File: src/rtl/sevenseg_decoder_if.sv
// Signal bundle between a scanned seven-segment display and its decoder.
// The master drives segment/select lines; the slave returns the decoded digits.
interface sevenseg_decoder_if #(
  parameter int NUM_DIGITS = 4
);
  logic [6:0]              in_leds;
  logic [NUM_DIGITS-1:0]   in_sel;
  logic [4*NUM_DIGITS-1:0] out_digits;
  logic [NUM_DIGITS-1:0]   out_valid;
  logic [NUM_DIGITS-1:0]   out_err;
  logic                    out_update;
  logic [2:0]              out_idx;

  modport master (
    output in_leds, in_sel,
    input  out_digits, out_valid, out_err, out_update, out_idx
  );

  modport slave (
    input  in_leds, in_sel,
    output out_digits, out_valid, out_err, out_update, out_idx
  );
endinterface

File: src/rtl/sevenseg_decoder.sv
// Recovers hex digits from a multiplexed seven-segment display: samples segment/select lines,
// waits for a stable one-hot sample, then commits the decoded pattern to that digit position.

module sevenseg_slot (
  input  logic       in_clk,
  input  logic       in_rst,
  input  logic       wr,
  input  logic       wr_hit,
  input  logic       wr_blank,
  input  logic [3:0] wr_digit,
  output logic [3:0] digit,
  output logic       valid,
  output logic       err
);
  always_ff @(posedge in_clk) begin
    if (in_rst) begin
      digit <= 4'h0;
      valid <= 1'b0;
      err   <= 1'b0;
    end else if (wr) begin
      // blank and undecodable patterns keep the last good digit value
      if (wr_hit) digit <= wr_digit;
      valid <= wr_hit;
      err   <= !wr_hit && !wr_blank;
    end
  end
endmodule

module sevenseg_decoder #(
  parameter bit ZERO_IS_ON        = 1'b0,
  parameter bit INVERSE_NUMBERING = 1'b0,
  parameter int NUM_DIGITS        = 4,
  parameter int STABLE_CYCLES     = 4
) (
  input logic               in_clk,
  input logic               in_rst,
  sevenseg_decoder_if.slave bus
);
  typedef enum logic [1:0] {IDLE, SETTLE, COMMIT, HOLD} state_t;

  typedef struct packed {
    logic       hit;
    logic       blank;
    logic [3:0] digit;
  } dec_t;

  localparam logic [6:0] TAB_A [16] = '{
    7'h7e, 7'h30, 7'h6d, 7'h79, 7'h33, 7'h5b, 7'h5f, 7'h70,
    7'h7f, 7'h7b, 7'h77, 7'h1f, 7'h4e, 7'h3d, 7'h4f, 7'h47
  };
  localparam logic [6:0] TAB_B [16] = '{
    7'h3f, 7'h06, 7'h5b, 7'h4f, 7'h66, 7'h6d, 7'h7d, 7'h07,
    7'h7f, 7'h6f, 7'h77, 7'h7c, 7'h39, 7'h5e, 7'h79, 7'h71
  };
  localparam logic [7:0] CNT_DONE = 8'(STABLE_CYCLES - 1);

  function automatic dec_t decode(input logic [6:0] pat);
    dec_t r;
    r       = '0;
    r.blank = (pat == 7'h00);
    for (int i = 0; i < 16; i++) begin
      if (pat == (INVERSE_NUMBERING ? TAB_B[i] : TAB_A[i])) begin
        r.hit   = 1'b1;
        r.digit = 4'(i);
      end
    end
    return r;
  endfunction

  function automatic logic [2:0] sel_index(input logic [NUM_DIGITS-1:0] sel);
    logic [2:0] r;
    r = '0;
    for (int i = 0; i < NUM_DIGITS; i++)
      if (sel[i]) r = 3'(i);
    return r;
  endfunction

  logic [6:0]                 samp_leds, prev_leds;
  logic [NUM_DIGITS-1:0]      samp_sel, prev_sel;
  logic [7:0]                 cnt;
  state_t                     state, nxt;
  logic                       changed, one_hot, update;
  dec_t                       cdec;
  logic [NUM_DIGITS-1:0][3:0] digits;
  logic [NUM_DIGITS-1:0]      valid, err;

  assign changed = {samp_leds, samp_sel} != {prev_leds, prev_sel};
  assign one_hot = $onehot(samp_sel);

  // Sample pipeline and stability counter; prev_* lags samp_* by one cycle.
  always_ff @(posedge in_clk) begin
    if (in_rst) begin
      samp_leds <= '0;
      samp_sel  <= '0;
      prev_leds <= '0;
      prev_sel  <= '0;
      cnt       <= '0;
    end else begin
      samp_leds <= ZERO_IS_ON ? ~bus.in_leds : bus.in_leds;
      samp_sel  <= bus.in_sel;
      prev_leds <= samp_leds;
      prev_sel  <= samp_sel;
      if (changed)             cnt <= '0;
      else if (cnt != 8'hff)   cnt <= cnt + 8'd1;
    end
  end

  always_ff @(posedge in_clk) begin
    if (in_rst) state <= IDLE;
    else        state <= nxt;
  end

  always_comb begin
    nxt = state;
    case (state)
      IDLE:   if (one_hot) nxt = SETTLE;
      SETTLE: begin
        if (!one_hot)             nxt = IDLE;
        else if (changed)         nxt = SETTLE;
        else if (cnt >= CNT_DONE) nxt = COMMIT;
      end
      // A sample arriving during the commit cycle would be invisible from HOLD
      // (prev catches up with it), so it is picked up here instead.
      COMMIT: begin
        if (changed) nxt = one_hot ? SETTLE : IDLE;
        else         nxt = HOLD;
      end
      HOLD:   if (changed) nxt = one_hot ? SETTLE : IDLE;
      default: nxt = IDLE;
    endcase
  end

  // In COMMIT, prev_* still holds the sample that was proven stable.
  assign cdec           = decode(prev_leds);
  assign update         = (state == COMMIT) && !in_rst;
  assign bus.out_update = update;
  assign bus.out_idx    = update ? sel_index(prev_sel) : 3'd0;

  for (genvar g = 0; g < NUM_DIGITS; g++) begin : g_slot
    sevenseg_slot u_slot (
      .in_clk   (in_clk),
      .in_rst   (in_rst),
      .wr       (update && prev_sel[g]),
      .wr_hit   (cdec.hit),
      .wr_blank (cdec.blank),
      .wr_digit (cdec.digit),
      .digit    (digits[g]),
      .valid    (valid[g]),
      .err      (err[g])
    );
  end

  assign bus.out_digits = digits;
  assign bus.out_valid  = valid;
  assign bus.out_err    = err;
endmodule

File: src/flat_wrapper.sv
// flat-port wrapper written by rule: the top's interface ports become plain ports
module sevenseg_decoder_flat 
#(
  parameter bit ZERO_IS_ON        = 1'b0,
  parameter bit INVERSE_NUMBERING = 1'b0,
  parameter int NUM_DIGITS        = 4,
  parameter int STABLE_CYCLES     = 4
)
  (in_clk, in_rst, bus_in_leds, bus_in_sel, bus_out_digits, bus_out_valid, bus_out_err, bus_out_update, bus_out_idx);
  sevenseg_decoder_if #(.NUM_DIGITS(NUM_DIGITS)) bus_i ();
  input logic in_clk;
  input logic in_rst;
  input wire logic [$bits(bus_i.in_leds)-1:0] bus_in_leds;
  input wire logic [$bits(bus_i.in_sel)-1:0] bus_in_sel;
  output wire logic [$bits(bus_i.out_digits)-1:0] bus_out_digits;
  output wire logic [$bits(bus_i.out_valid)-1:0] bus_out_valid;
  output wire logic [$bits(bus_i.out_err)-1:0] bus_out_err;
  output wire logic [$bits(bus_i.out_update)-1:0] bus_out_update;
  output wire logic [$bits(bus_i.out_idx)-1:0] bus_out_idx;
  assign bus_i.in_leds = bus_in_leds;
  assign bus_i.in_sel = bus_in_sel;
  assign bus_out_digits = bus_i.out_digits;
  assign bus_out_valid = bus_i.out_valid;
  assign bus_out_err = bus_i.out_err;
  assign bus_out_update = bus_i.out_update;
  assign bus_out_idx = bus_i.out_idx;
  sevenseg_decoder #(.ZERO_IS_ON(ZERO_IS_ON), .INVERSE_NUMBERING(INVERSE_NUMBERING), .NUM_DIGITS(NUM_DIGITS), .STABLE_CYCLES(STABLE_CYCLES)) u_core (.in_clk(in_clk), .in_rst(in_rst), .bus(bus_i));
endmodule
File: config.mk
export PLATFORM = sky130hd
export DESIGN_NAME = sevenseg_decoder_flat
export DESIGN_NICKNAME = d
export VERILOG_FILES = /design/src/rtl/sevenseg_decoder_if.sv /design/src/rtl/sevenseg_decoder.sv /design/src/flat_wrapper.sv
export SDC_FILE = /design/constraint.sdc
export NUM_CORES = 1
export LEC_CHECK = 0
export ABC_CLOCK_PERIOD_IN_PS = 2750
export CAP_MARGIN = 20
export CORE_MARGIN = 1
export CORE_UTILIZATION = 57
export DETAILED_ROUTE_END_ITERATION = 8
export PLACE_DENSITY_LB_ADDON = 0.2
export SYNTH_ARGS = -nofsm -noshare
export SYNTH_HDL_FRONTEND = slang
export SYNTH_SLANG_ARGS = --single-unit
export TNS_END_PERCENT = 20
File: constraint.sdc
create_clock -name in_clk -period 2.75 [get_ports in_clk]
set_input_delay 0.4125 -clock in_clk [delete_from_list [all_inputs] [get_ports in_clk]]
set_output_delay 0.4125 -clock in_clk [all_outputs]
set_load 0.02 [all_outputs]
==> flow_summary.yaml, run 1 <==
status:
  status: "complete, no violations"
setup_path:
  critPathTopFamily: "buffers and inverters"
  critPathBufInv: 3
  arrival_ns: 2.15
  critical_path.most_common_cell: "clkdlybuf4s50_1"
  path_cells: "clkdlybuf4s50_1 > nor3b_1 > buf_4 > nand2_1 > o21ai_0 > clkdlybuf4s50_1"
  crit_type: "in -> out"
  max_stage_delay_ns: 0.62
  required_ns: 2.34
  slowest_stage: "clkdlybuf4s50_1"
  critPathLaunchType: "input pin"
  path_max_fanout: 4
  end_kind: "primary output"
floorplan:
  rows: 24
  core_area_um2: 4410
  start_util_pct: 60.0
  ios: 41
  die_y_um: 70.2
  dieArea_um2: 4930
  die_x_um: 70.2
logic_synthesis:
  syn-num-nets: 294
  synth_area_um2: 2650
  synthCells: 276
  ys_warn_count: 0
  synth-compound-area-share_pct: 12.3
  ys.flop_type: "dfxtp_1"
  ys_types: 53
  ys_seq_elements: 56
  avgSynthCellArea_um2: 9.60
  synthArstFlopShare_pct: 0
  synth.largest_area_cell: "dfxtp_1"
  seq_area_frac_synth_pct: 42.3
  synth_edf_count: 0
  synth.area.top_cells: "dfxtp_1, nor2b_1, mux2i_1, xnor2_1, nand2b_1"
  synth_simple_gate_area_share_pct: 25.9
  synth_top_family_by_area: "simple AND/OR/NAND/NOR gates"
  synth-adder-area-share_pct: 2.64
  synth_xor_area_share_pct: 4.96
  synthMuxAreaShare_pct: 4.91
  synth.top_cell.area_share_pct: 42.3
min_path:
  hold_class: "reg -> reg"
route:
  drc: 0
  drt_first_pass_iters: 4
  vias: 2003
  top_layer_used: "met4"
  drt-met1-wl_mm: 2.10
  antenna_violating_nets_post_route: 0
  met3_length_um: 214
  dr_wl_met2_mm: 2.48
  vias_per_cell: 5.61
  post_drt_wl_per_cell_um: 13.5
  routed_wl_mm: 4.84
  drt_iter0_markers: 156
sta:
  relSlewSlack_pct: 61.2
  fin_skew_ns: 0.00374
  maxSlewViolCount: 0
  hold_viol_final: 0
  period_share_pct: 93.3
  fin_crit_ns: 2.57
  rsz0062_at_grt: "no"
  hold_slack_ns: 0.468
  worst_pin_slew_ns: 0.581
  setup_tns_ns: 0
  max_freq_mhz: 390
  setup_viol_count_final: 0
clock_network:
  cts.sinks: 56
  postCtsSetupBuffers: 0
  clkLatencyLatePin_ns: 0.30
  cts_tree: "built"
  cts_root_buf: "clkbuf_8"
  ctsResizeCount: 0
  path_clk_slew_ns: 0.09
  h-tree-depth: 2
  cts_buffers: 5
  cts_buffer_depth: 2
  cts_hold_buf: 0
placed_design:
  dp_hpwl_mm: 3.48
  portBuffers: 39
  gp_congestion: 0.821
cells_and_area:
  fillers: 347
  layout_commonest_cell: "dfxtp_1"
  final_util_pct: 69.4
  multi_input_comb_area_um2: 1350
  most-common-layout-cells: "dfxtp_1, clkdlybuf4s50_1, nor2b_1"
  diodes: 0
  area.growth.synth_to_final_pct: 15.5
  drive_gt1_share_pct: 10.5
  seq_area_um2: 1120
  nets: 322
power_and_ir_drop:
  peakVddDrop_mv: 0.327
  power_density_nw_per_um2: 459
  p_leak_nw: 1.12
  total_power_mw: 1.41
grt:
  grt.overflow.total: 0
  antenna_found_initial: 0
  grt_pass1_vias: 1808
  grt.total_usage_pct: 21.2
  grt_first_pass_wirelength_mm: 8.27
  grt_max_degree: 52
run:
  cap_violations: 0
==> cell type report <==
cell class | instances | area share [%]
multi-input cells | 195 | 44.0
well taps | 52 | 2.13
clock buffers | 7 | 2.82
flip-flops and latches | 56 | 36.6
repair buffers | 44 | 14.0
inverters | 2 | 0.245
clock inverters | 1 | 0.245
==> through the flow <==
step	instance area [um^2]	instances	setup WS, ns
2_1_floorplan	2650	276	0.403
3_5_place_dp	2970	349	0.184
4_1_cts	3060	357	0.184
5_1_grt	3060	357	0.0666
3_3_place_gp	2970	349	0.215
6_report	3060	357	0.183
==> cell usage after synthesis (all sizes together), types with 3 or more instances <==
master	n
nor3b	3
buf	16
nand2b	13
nor2	11
nand2	20
o2bb2ai	4
nand4	4
ha	4
nand3	9
mux2i	13
xnor2	13
a21oi	11
a31o	5
nand3b	7
nor4	5
dfxtp	56
and3	3
nor3	5
clkbuf	6
o21ai	10
nor2b	26
==> kinds of logic (layout without fill, tap and decap cells) <==
| kind of cell | count (synthesis) | count (layout) |
|---|---|---|
| simple gates | 116 | 116 |
| flops | 56 | 56 |
| compound gates | 45 | 45 |
| buf+inv | 25 | 54 |
| xor+xnor | 15 | 15 |
| mux | 13 | 13 |
| fa+ha+maj | 5 | 5 |
| other cells | 1 | 1 |
==> metal layers <==
metal,track usage (%),vias up
li1,-,1009
met3,4.62,5
met1,26.7,936
met5,0,-
met2,36.6,53
met4,5.56,0
==> worst register-to-register path: cells and delay by family (launching register included) <==
| family | cells | cell delay (ns) |
|---|---|---|
| and+or+nand+nor | 2 | 0.53 |
| AOI/OAI and AO/OA | 3 | 0.71 |
| DFF | 1 | 0.70 |
==> report_power, final <==
part	switching, mW	internal [mW]	total [mW]
Sequential	0.0245	0.828	0.852
Combinational	0.0416	0.0542	0.0958
Clock	0.253	0.205	0.458
==> sequential cells by signal, summed over array words and instances, names as in the netlist <==
name,count
u_core.g_slot.u_slot.digit,16
u_core.cnt,8
u_core.prev_leds,7
u_core.samp_leds,7
u_core.g_slot.u_slot.err,4
u_core.g_slot.u_slot.valid,4
u_core.prev_sel,4
u_core.samp_sel,4
u_core.state,2
==> final timing paths <==
| check | start | to | slack (ns) | cells after the start |
|---|---|---|---|---|
| setup / recovery | in_rst | bus_out_idx[0] | 0.18 | 6 |
| setup reg to reg | u_core.prev_leds[6] | u_core.g_slot[3].u_slot.err | 0.73 | 5 |
| hold / removal | u_core.g_slot[2].u_slot.valid | u_core.g_slot[2].u_slot.valid | 0.47 | 2 |
| hold reg to reg | u_core.g_slot[2].u_slot.valid | u_core.g_slot[2].u_slot.valid | 0.47 | 2 |
Power figures use the tool's default switching activity.
==> run 2, diff against run 1 <==
Settings changed: CTS_CLUSTER_SIZE from default to 28.
==> results of run 2 <==
Final layout, timing and power as in run 1 (identical DEF).
==> run 3, diff against run 2 <==
Settings changed: GPL_TIMING_DRIVEN from default to 0, PLACE_DENSITY from default to 0.81, PLACE_DENSITY_LB_ADDON 0.2 to default, SKIP_CTS_REPAIR_TIMING from default to 1.
==> run 3 against run 2 <==
Final area rose by 5.4%; worst setup slack improved by 0.16 ns; die area did not move; first-iteration DRC count rose by 15%; highest routed layer unchanged.
==> flow_summary.yaml, run 3 (synthesis results as in run 1) <==
power_and_ir_drop:
  peakVddDrop_mv: 0.380
  power_density_nw_per_um2: 435
  p_leak_nw: 1.25
route:
  antenna_violating_nets_post_route: 0
  drt_first_pass_iters: 4
  routed_wl_mm: 5.45
  drt_iter0_markers: 180
  post_drt_wl_per_cell_um: 14.5
  vias_per_cell: 5.50
  vias: 2075
  drc: 0
cells_and_area:
  final_cell_area_um2: 3230
  final_util_pct: 73.1
  largest_reg_flops: 16
  area.growth.synth_to_final_pct: 21.7
  drive_gt1_share_pct: 14.2
  nets: 343
  fillers: 339
  largest_register: "u_core.g_slot.u_slot.digit"
  diodes: 0
  most-common-layout-cells: "dfxtp_1, clkdlybuf4s50_1, nor2b_1"
  seq_area_um2: 1120
  multi_input_comb_area_um2: 1360
  largest_registers: "u_core.g_slot.u_slot.digit: 16 flops, u_core.cnt: 8 flops"
  layout_commonest_cell: "dfxtp_1"
grt:
  antenna_found_initial: 0
  grt_max_degree: 17
  grt_use_met1_pct: 30.9
  gr-usage-met2_pct: 38.4
  grt_first_pass_wirelength_mm: 9.07
  grt.total_usage_pct: 23.2
  grt_pass1_vias: 1936
  top_usage_layer: "met2"
  gr-usage-met3_pct: 4.76
  grt.overflow.total: 0
setup_path:
  end_kind: "primary output"
  critical_path.most_common_cell: "nand2_1"
  critical_path_depth: 6
  required_ns: 2.34
  reg2reg_slack_ns: 0.76
  max_stage_delay_ns: 0.60
  critPathLaunchType: "input pin"
  critPathTopFamily: "buffers and inverters"
  rr_worst_depth: 7
  arrival_ns: 2.00
  crit_type: "in -> out"
  path_cells: "dlymetal6s2s_1 > nor3b_4 > buf_4 > nand2_1 > nand2_1 > clkdlybuf4s50_1"
  slowest_stage: "clkdlybuf4s50_1"
  path_max_fanout: 7
  critPathBufInv: 3
sta:
  worst_pin_slew_ns: 0.529
  post-route-worst-setup-slack_ns: 0.340
  rsz0062_at_grt: "no"
  setup_viol_count_final: 0
  max_freq_mhz: 415
  period_share_pct: 87.6
  hold_viol_final: 0
  relSlewSlack_pct: 64.7
  fin_skew_ns: 0.00495
  maxSlewViolCount: 0
  fin_crit_ns: 2.41
  setup_tns_ns: 0
floorplan:
  start_util_pct: 60.0
  core_area_um2: 4410
  rows: 24
  die_x_um: 70.2
  dieArea_um2: 4930
  ios: 41
  die_y_um: 70.2
clock_network:
  cts_tree: "built"
  h-tree-depth: 2
  cts_buffers: 5
  cts.sinks: 56
  cts_root_buf: "clkbuf_8"
  clkLatencyLatePin_ns: 0.30
  path_clk_slew_ns: 0.10
  cts_buffer_depth: 2
placed_design:
  portBuffers: 39
  place_area_um2: 3110
  dp_hpwl_mm: 3.81
  pre_cts_slack_ns: -0.354
  gp_congestion: 0.901
run:
  cap_violations: 0
min_path:
  hold_depth: 2
  hold_class: "reg -> reg"
status:
  status: "complete, no violations"
run 3: tightest hold or removal path: stages, from the launching register on:
cell,delay (ns)
dfxtp_1,0.32
nand2_1,0.05
a21oi_1,0.05
run 3: final timing paths:
path,to,start
worst max-delay path,bus_out_idx[1],in_rst
worst min-delay path,u_core.g_slot[2].u_slot.valid,u_core.g_slot[2].u_slot.valid
worst max register to register,u_core.state[0],u_core.samp_sel[0]
worst min register to register,u_core.g_slot[2].u_slot.valid,u_core.g_slot[2].u_slot.valid
run 3: final cells by class:
class	count	area share [%]
repair buffers	42	13.0
flip-flops and latches	56	34.8
well taps	52	2.02
multi-input cells	195	42.1
clock inverters	1	0.272
clock buffers	6	2.25
inverters	2	0.233
plain buffers	23	5.43
run 3: routing by layer:
metal  wire (um)  vias up  part of all wire (%)
met1        2530      967                    46
met5           0        -                     0
li1            -     1049                     -
met4         114        0                   2.1
met3         148       13                   2.7
met2        2660       46                    49
run 3: metrics by stage:
step                      power, mW  hold slack [ns]  cells
after floorplan               0.941            0.437    276
after global placement        0.978            0.446    367
after detailed placement      0.981            0.458    367
after CTS                      1.41            0.472    374
after global routing           1.47            0.500    377
final                          1.40            0.468    377
run 3: power by group:
part | total (mW) | switching (mW) | internal, mW | leakage [nW]
Combinational | 0.123 | 0.0586 | 0.0646 | 0.749
Clock | 0.437 | 0.258 | 0.179 | 0.0417
Sequential | 0.844 | 0.0161 | 0.828 | 0.456
Total | 1.40 | 0.333 | 1.07 | 1.25
